## src/rtl/wb_copy_master.sv

```systemverilog
// Wishbone classic master that copies a block of 32-bit words, one read then one write per word.
// Start/busy/done/error control with per-access timeout and abort on slave error.
module wb_copy_master #(
    parameter int unsigned TIMEOUT = 255
) (
    input  logic        clk_i,
    input  logic        rst_ni,
    input  logic        start_i,
    input  logic [29:0] src_i,
    input  logic [29:0] dst_i,
    input  logic [15:0] len_i,
    output logic        busy_o,
    output logic        done_o,
    output logic        err_o,
    output logic        cyc_o,
    output logic        stb_o,
    output logic        we_o,
    output logic [29:0] adr_o,
    output logic [3:0]  sel_o,
    output logic [31:0] dat_o,
    input  logic [31:0] dat_i,
    input  logic        ack_i,
    input  logic        err_i
);

    typedef enum logic [1:0] {
        S_IDLE,
        S_RD,
        S_WR,
        S_DONE
    } state_e;

    localparam logic [15:0] TIMEOUT_W = 16'(TIMEOUT);

    state_e      state_q, state_d;
    logic [29:0] src_q, src_d;
    logic [29:0] dst_q, dst_d;
    logic [15:0] rem_q, rem_d;
    logic [15:0] wait_q, wait_d;
    logic [31:0] data_q, data_d;
    logic        err_q, err_d;

    always_ff @(posedge clk_i or negedge rst_ni) begin
        if (!rst_ni) begin
            state_q <= S_IDLE;
            src_q   <= '0;
            dst_q   <= '0;
            rem_q   <= '0;
            wait_q  <= '0;
            data_q  <= '0;
            err_q   <= 1'b0;
        end else begin
            state_q <= state_d;
            src_q   <= src_d;
            dst_q   <= dst_d;
            rem_q   <= rem_d;
            wait_q  <= wait_d;
            data_q  <= data_d;
            err_q   <= err_d;
        end
    end

    // err_i beats ack_i; ack_i beats an expiring timeout on the same edge.
    always_comb begin
        state_d = state_q;
        src_d   = src_q;
        dst_d   = dst_q;
        rem_d   = rem_q;
        wait_d  = wait_q;
        data_d  = data_q;
        err_d   = err_q;
        case (state_q)
            S_IDLE: begin
                if (start_i) begin
                    src_d   = src_i;
                    dst_d   = dst_i;
                    rem_d   = len_i;
                    wait_d  = '0;
                    err_d   = 1'b0;
                    state_d = (len_i == 16'd0) ? S_DONE : S_RD;
                end
            end
            S_RD: begin
                if (err_i) begin
                    err_d   = 1'b1;
                    state_d = S_DONE;
                end else if (ack_i) begin
                    data_d  = dat_i;
                    wait_d  = '0;
                    state_d = S_WR;
                end else if (wait_q == TIMEOUT_W) begin
                    err_d   = 1'b1;
                    state_d = S_DONE;
                end else begin
                    wait_d = wait_q + 16'd1;
                end
            end
            S_WR: begin
                if (err_i) begin
                    err_d   = 1'b1;
                    state_d = S_DONE;
                end else if (ack_i) begin
                    src_d   = src_q + 30'd1;
                    dst_d   = dst_q + 30'd1;
                    rem_d   = rem_q - 16'd1;
                    wait_d  = '0;
                    state_d = (rem_q == 16'd1) ? S_DONE : S_RD;
                end else if (wait_q == TIMEOUT_W) begin
                    err_d   = 1'b1;
                    state_d = S_DONE;
                end else begin
                    wait_d = wait_q + 16'd1;
                end
            end
            S_DONE: begin
                state_d = S_IDLE;
            end
            default: begin
                state_d = S_IDLE;
            end
        endcase
    end

    // Bus controls decode from state alone so reset clears them without a clock edge.
    assign busy_o = (state_q == S_RD) || (state_q == S_WR);
    assign cyc_o  = busy_o;
    assign stb_o  = busy_o;
    assign we_o   = (state_q == S_WR);
    assign done_o = (state_q == S_DONE);
    assign err_o  = err_q;
    assign adr_o  = (state_q == S_WR) ? dst_q : src_q;
    assign sel_o  = 4'hF;
    assign dat_o  = data_q;

endmodule

```

## config.mk

```make
export PLATFORM = sky130hd
export DESIGN_NAME = wb_copy_master
export DESIGN_NICKNAME = d
export VERILOG_FILES = /design/src/rtl/wb_copy_master.sv
export SDC_FILE = /design/constraint.sdc
export NUM_CORES = 1
export LEC_CHECK = 0
export ABC_AREA = 1
export BUFFER_PORTS_ARGS = -buffer_cell sky130_fd_sc_hd__buf_2
export CORE_MARGIN = 2
export CORE_UTILIZATION = 34
export CTS_CLUSTER_SIZE = 14
export DETAILED_ROUTE_END_ITERATION = 10
export MAX_ROUTING_LAYER = met4
export PLACE_DENSITY = 0.62
export SYNTH_ARGS = -nofsm -noshare
export SYNTH_HDL_FRONTEND = slang
export SYNTH_SLANG_ARGS = --single-unit
```

## constraint.sdc

```tcl
create_clock -name clk_i -period 4.7 [get_ports clk_i]
set_clock_uncertainty 0.05 [all_clocks]
set_input_delay 0.47 -clock clk_i [delete_from_list [all_inputs] [get_ports clk_i]]
set_output_delay 0.47 -clock clk_i [all_outputs]
set_load 0.02 [all_outputs]
```

==> results of run 1 <==
-- power by group through the flow --
stage	clock (mW)	sequential (mW)	combinational, mW
3_3_place_gp	0	2.15	3.88
3_5_place_dp	0	2.15	3.94
4_1_cts	1.43	2.14	3.95
6_report	1.40	2.16	3.94
5_1_grt	1.48	2.23	4.41
2_1_floorplan	0	2.16	2.72
-- state kept, by name, indices dropped and copies added, names as in the netlist --
name	cells
dst_q	30
wait_q	16
src_q	30
dat_o	32
rem_q	16
state_q	2
err_o	1
-- critical path: stages, from the launching register on --
cell     delay, ps
dfrtp_1        430
inv_1          150
ha_4           190
buf_4          680
nand2_1        220
o21ai_0        180
buf_2          220
-- logic make-up (layout without fill, tap and decap cells) --
family	Yosys count	count (layout)
AO/OA/AOI/OAI	164	164
XOR/XNOR	6	6
adder cells (fa/ha/maj)	9	9
buffers and inverters	170	334
flip-flops	127	127
multiplexers	32	32
other	1	9
AND/OR/NAND/NOR	808	808
-- cells in the final DEF (no fill, tap or decap), drive strengths merged --
cell / netlist / final
conb: 1 / 4
o21a: 1 / 1
nand3b: 14 / 14
mux2: 32 / 32
a31oi: 4 / 4
clkinv: 1 / 3
nor3: 11 / 11
dfrtp: 127 / 127
bufinv: 0 / 3
o211ai: 1 / 1
inv: 115 / 117
ha: 9 / 9
o21ai: 110 / 110
or2: 1 / 1
clkbuf: 14 / 20
clkinvlp: 0 / 5
a22oi: 3 / 3
a21oi: 25 / 25
nor2: 245 / 245
xor2: 5 / 5
nand4: 18 / 18
xnor2: 1 / 1
nand3: 92 / 92
a21o: 1 / 1
a211oi: 2 / 2
a21boi: 1 / 1
diode: 0 / 5
nor3b: 1 / 1
o32ai: 1 / 1
nand2: 426 / 426
a2bb2oi: 3 / 3
buf: 40 / 186
o22ai: 12 / 12
-- metrics by stage --
| step | utilization (%) | hold slack, ps | worst slack [ps] | total power, mW |
|---|---|---|---|---|
| floorplan | - | 124 | 2290 | 4.88 |
| global placement | 38.9 | 420 | 2150 | 6.03 |
| detailed placement | 38.9 | 416 | 2000 | 6.10 |
| CTS | 41.3 | 144 | 1650 | 7.53 |
| global route | 41.4 | 180 | 1450 | 8.12 |
| finish | 41.4 | 103 | 1620 | 7.50 |
-- routing by layer --
| metal | vias up | part of all wire [%] | global-route usage (%) |
|---|---|---|---|
| met4 | 0 | 2.7 | 7.56 |
| met3 | 44 | 7.5 | 4.94 |
| li1 | 4517 | - | - |
| met1 | 4115 | 45 | 28.8 |
| met5 | - | 0 | - |
| met2 | 354 | 45 | 33.9 |
-- area by class of cell --
class,count,area (um^2)
fillers,2639,14600
well taps,330,413
multi-input cells,1023,4730
inverters,116,435
diodes,5,12.5
repair buffers,186,952
flip-flops and latches,127,3180
clock buffers,20,457
clock inverters,12,159
-- worst max path at each step --
| stage | from | endpoint | slack (ps) | cells past startpoint |
|---|---|---|---|---|
| final | state_q[0]$_DFFE_PN0P_ | adr_o[8] | 1620 | 6 |
| after global routing | state_q[0]$_DFFE_PN0P_ | adr_o[4] | 1450 | 5 |
| after CTS | state_q[0]$_DFFE_PN0P_ | adr_o[2] | 1650 | 6 |
| after detailed placement | state_q[0]$_DFFE_PN0P_ | wait_q[2]$_DFFE_PN0P_ | 2000 | 6 |
| after global placement | state_q[0]$_DFFE_PN0P_ | adr_o[3] | 2150 | 6 |
| after floorplan | state_q[0]$_DFFE_PN0P_ | adr_o[1] | 2290 | 6 |
==> key figures, run 1 <==
Clocking
  • CTS hold repair buffers: 0
  • Post-CTS setup repair buffer count: 0
  • Longest Clk Path Bufs: 2
  • CTS tree: done
  • Clk sinks: ~130
  • Skew-Pair Late Insertion Delay: 430 ps
  • Post-cts sizing count: 0
  • CTS Buf Count: 17
  • Clk slew on worst S/H paths: around 60 ps
  • CTS root buf: clkbuf_16
  • H-tree depth: 4

Final layout
  • Fraction of final layout cells sized beyond drive strength 1: 17.5%
  • Area Growth Syn to Fin: 20.5%
  • Final nets: between 1500 and 2000
  • Fin area: around 0.010 mm^2
  • Layout Cells excl Fill: around 1800

Global routing
  • Global-route wire length before repair: 44500 um
  • Vias in the first global route: around 8500
  • Largest net degree at the start of global routing: 97
  • Grt ovf: 0
  • Initial antenna violation count: 5
  • All-Layer GR Usage: between 20 and 25%

Drt
  • Wire per inst: ~15 um
  • WL final: ~28000 um
  • Routed vias/inst: ~5
  • Via count: 9030
  • DRC viols: 0
  • DRT Pass-1 Iters: 5
  • Routed Antenna Nets: 0
  • DRT iter0 DRCs: ~770

Yosys
  • Top post-synthesis cells by area: dfrtp_1 (37%), nand2_1 (19%), nor2_1 (11%), o21ai_0 (5.9%), nand3_1 (5.3%)
  • EDFF count, synth: 0
  • Mux cell area share after synthesis: around 4.2%
  • Syn avg cell area: roughly 6.5 um^2
  • Synth area leader: dfrtp_1
  • Area share of the largest cell type after synthesis: a little under two fifths
  • Main combinational cell family by area after synthesis: simple AND/OR/NAND/NOR gates
  • Unique masters post-synth: 39
  • Top-count cell post-synth: nand2_1
  • Post-Synth XOR/XNOR Area: 0.613%
  • Number of synthesized register bits: 127
  • Ys flop type: dfrtp_1
  • Post-Synth Simple-Gate Area: between 30% and 40%
  • Fraction of registers with async set/reset: 100%
  • Cell count after synthesis: 1317
  • Adder-Cell Fraction of Synth Area: 1.31%
  • Yosys warnings: 0
  • Mapped Area: about 0.0086 mm^2
  • Commonest cells post-synth: nand2_1 (424), nor2_1 (243), dfrtp_1 (127)
  • Post-synthesis sequential area ratio: 37.0%
  • Synth Area in Compound Gates: between 10% and 20%

Timing
  • Tcrit/Tclk final: between 60% and 70%
  • Final Hold Viols: 0
  • Setup tns final: 0 ps
  • Worst-Margin Slew: around 1000 ps
  • Max-slew headroom: 31.9%
  • RSZ-0062 raised after global routing: no
  • Final setup fails: 0
  • Final Max Tran Viols: 0
  • Crit path time final: 3080 ps
  • Max Fclk: 324 MHz

Critical path
  • Arr. time, crit path: ~2600 ps
  • CP required: between 4000 and 5000 ps
  • Setup crit end kind: primary output
  • RR Startpoint: state_q[1]$_DFFE_PN0P_
  • CP Class: register to primary output
  • RR Endpoint: wait_q[1]$_DFFE_PN0P_
  • Startpoint types: register
  • Crit path max fanout: 95
  • R2R cell count: 6
  • R2R Setup Slk: ~2000 ps

Floorplan
  • Row Count: slightly below 60
  • Core area: 0.0250 mm^2
  • # IOs: 185
  • Die Area: about 0.027 mm^2
  • Die height: ~160 um
  • Initial Util: 34.4%
  • Die Wd: around 160 um

Status
  • Status: complete, no violations

Place
  • DP Area: about 0.0097 mm^2
  • DP Cell Count: between 1500 and 2000
  • DP HPWL: between 20000 and 25000 um
  • RePlAce Congestion: 0.929
  • Number of port buffers: 180

Run
  • Max_cap viols: 0

Power
  • Net Sw Frac: just over 50%
  • Int Power: roughly 3.7 mW
  • P_leak: between 4 and 5 nW
  • Cell area power density: just over 700 mW/mm^2
  • Max VDD drop: ~0.47 mV
  • Clk pwr share: a little under a fifth
  • Combinational share of power: about 53%
  • Sw Pwr: around 3.8 mW
  • Power share of the sequential group: 28.8%

Min path
  • Worst Hold Class: input port to asynchronous set/reset pin
No activity file was read; power rests on OpenSTA's default activity.
==> inputs of run 2 (changes only) <==
==> constraint.sdc (replaced) <==
create_clock -name clk_i -period 3 [get_ports clk_i]
set_clock_uncertainty 0.05 [all_clocks]
set_input_delay 0.3 -clock clk_i [delete_from_list [all_inputs] [get_ports clk_i]]
set_output_delay 0.3 -clock clk_i [all_outputs]
set_load 0.02 [all_outputs]
==> run 2 against run 1 <==
  * Die area did not move
  * Highest routed layer unchanged
  * Flip-flop and latch count did not move
  * Largest power group unchanged
  * Combinational power increased by 61%
  * Global-route usage rose by 0.072 points
  * Critical path type unchanged
  * Routed wire length down 0.50%
==> key figures, run 2 (synthesized netlist as in run 1, its figures left out) <==
Floorplan
  • Die Area: 0.0265 mm^2 (unchanged)
  • Initial Util: 34.4% (unchanged)
  • # IOs: 185 (unchanged)
  • Core area: 0.0250 mm^2 (unchanged)
  • Die height: 163 um (unchanged)
  • Row Count: 58 (unchanged)
  • Die Wd: 163 um (unchanged)

Critical path
  • CP top delay family: buffers and inverters
  • CP Class: register to primary output
  • CP max stage delay: 430 ps (-250 ps)
  • Arr. time, crit path: 2310 ps (-250 ps)
  • Startpoint types: register
  • WP buf/inv: 4 (+1)
  • Crit path max fanout: 18 (-81%)
  • Worst path cell trace: inv_1, ha_4, clkinv_1, buf_4, nor2_1, a21oi_1, buf_2
  • Setup crit end kind: primary output
  • Critical-path top delay cell: dfrtp_1
  • CP required: 2650 ps (-1530 ps)

Status
  • Status: complete, no violations

Clocking
  • Clk sinks: 127 (unchanged)
  • H-tree depth: 4 (unchanged)
  • Post-CTS setup repair buffer count: 0 (unchanged)
  • CTS tree: done
  • Clk slew on worst S/H paths: 60 ps (about the same)
  • CTS root buf: clkbuf_16
  • CTS Buf Count: 17 (unchanged)
  • Skew-Pair Late Insertion Delay: 410 ps (-20 ps)
  • Longest Clk Path Bufs: 2 (unchanged)

Drt
  • Routed Antenna Nets: 0 (unchanged)
  • Routed vias/inst: 4.94 (-0.58%)
  • DRT Pass-1 Iters: 5 (unchanged)
  • Via count: 9002 (-0.31%)
  • DRC viols: 0 (unchanged)
  • WL final: 27900 um (-0.50%)
  • DRT iter0 DRCs: 698 (-9.7%)
  • Wire per inst: 15.3 um (-0.77%)

Power
  • Cell area power density: 1140 mW/mm^2 (+56%)
  • Max VDD drop: 0.665 mV (+42%)
  • P_leak: 4.92 nW (+1.0%)

Timing
  • Final Max Tran Viols: 0 (unchanged)
  • Worst-Margin Slew: 750 ps (-271 ps)
  • Final WS setup: 336 ps (-1280 ps)
  • Fin Hold WS: 61.4 ps (-41.5 ps)
  • Max Fclk: about 380 MHz
  • Setup tns final: 0 ps (unchanged)
  • Tcrit/Tclk final: between 80 and 90%
  • Final Hold Viols: 0 (unchanged)
  • Max-slew headroom: 50.0% (+18 points)
  • Final setup fails: 0 (unchanged)
  • RSZ-0062 raised after global routing: no
  • Crit path time final: between 2000 and 3000 ps

Final layout
  • Fraction of final layout cells sized beyond drive strength 1: 17.7% (+0.20 points)
  • Most common cell after layout, fill and taps aside: nand2_1
  • Max reg flops: 32 (unchanged)
  • Fin area: 0.0104 mm^2 (+0.73%)
  • Area Growth Syn to Fin: 21.3%
  • Final-layout fill cell count: 2654 (+0.57%)
  • Most frequent cells in the layout: nand2_1 (424), nor2_1 (243), buf_2 (179)
  • Final nets: 1599 (+0.38%)

Place
  • RePlAce Congestion: 0.933 (+0.38%)
  • Dpl ws: 679 ps (-1320 ps)
  • DP Area: 0.00979 mm^2 (+0.90%)
  • Number of port buffers: 180 (unchanged)
  • DP HPWL: 20700 um (-0.61%)

Global routing
  • Initial antenna violation count: 4 (-1)
  • All-Layer GR Usage: 22.2% (+0.072 points)
  • Grt ovf: 0 (unchanged)
  • Vias in the first global route: 8622 (+1.1%)
  • Global-route wire length before repair: 44700 um (+0.47%)
  • Largest net degree at the start of global routing: 125 (+29%)

Run
  • Max_cap viols: 0 (unchanged)

Min path
  • Worst Hold Class: input port to register
[run 2: what timing repair did]
| action | in CTS | in global routing |
|---|---|---|
| gates resized for setup | 0 | 0 |
| hold endpoints to repair | 71 | 0 |
| hold buffers | 1 | 0 |
[run 2: stage by stage]
step	utilization, %	power [mW]	cells
2_1_floorplan	-	7.65	1320
3_5_place_dp	39.2	9.68	1787
5_1_grt	41.7	12.8	1824
4_1_cts	41.7	11.9	1820
3_3_place_gp	39.2	9.59	1787
6_report	41.7	11.8	1824
[run 2: where the power goes]
part	switching [mW]	leakage, nW	internal, mW	total, mW
registers	0.843	1.55	2.52	3.36
logic	4.26	3.09	2.07	6.33
clock network	0.814	0.289	1.31	2.13
[run 2: final timing paths]
| kind | end | from | cells past startpoint | slack (ps) |
|---|---|---|---|---|
| max reg2reg | dst_q[7]$_DFFE_PN0P_ | state_q[0]$_DFFE_PN0P_ | 10 | 730 |
| min in group asynchronous | src_q[19]$_DFFE_PN0P_ | rst_ni | 2 | 460 |
| min reg2reg | err_o$_DFFE_PN0P_ | err_o$_DFFE_PN0P_ | 2 | 420 |
| max | adr_o[0] | state_q[0]$_DFFE_PN0P_ | 7 | 340 |
| max in group asynchronous | dat_o[19]$_DFFE_PN0P_ | rst_ni | 3 | 1680 |
| min | dat_o[4]$_DFFE_PN0P_ | dat_i[4] | 2 | 60 |
[run 2: area by class of cell]
type	count	area [um^2]	area share [%]
clock buffers	23	488	4.69
diodes	4	10.0	0.0962
well taps	330	413	3.97
clock inverters	9	108	1.03
inverters	116	435	4.18
flip-flops and latches	127	3180	30.5
repair buffers	192	1050	10.1
multi-input cells	1023	4730	45.4
[run 2: worst reg2reg max path, delay by kind of cell (launching register included)]
family | cells | cell delay, ps
flip-flops | 1 | 430
buffers and inverters | 4 | 1010
adder cells (fa/ha/maj) | 1 | 180
AO/OA/AOI/OAI | 2 | 170
AND/OR/NAND/NOR | 3 | 320
[run 2: per-layer routing]
layer  GRT usage, %  vias to the layer above  wire, um
li1               -                     4539         -
met1           28.3                     4117     12600
met2           35.1                      306     12600
met3           4.94                       40      1930
met4           7.04                        0       802
met5              -                        -         0
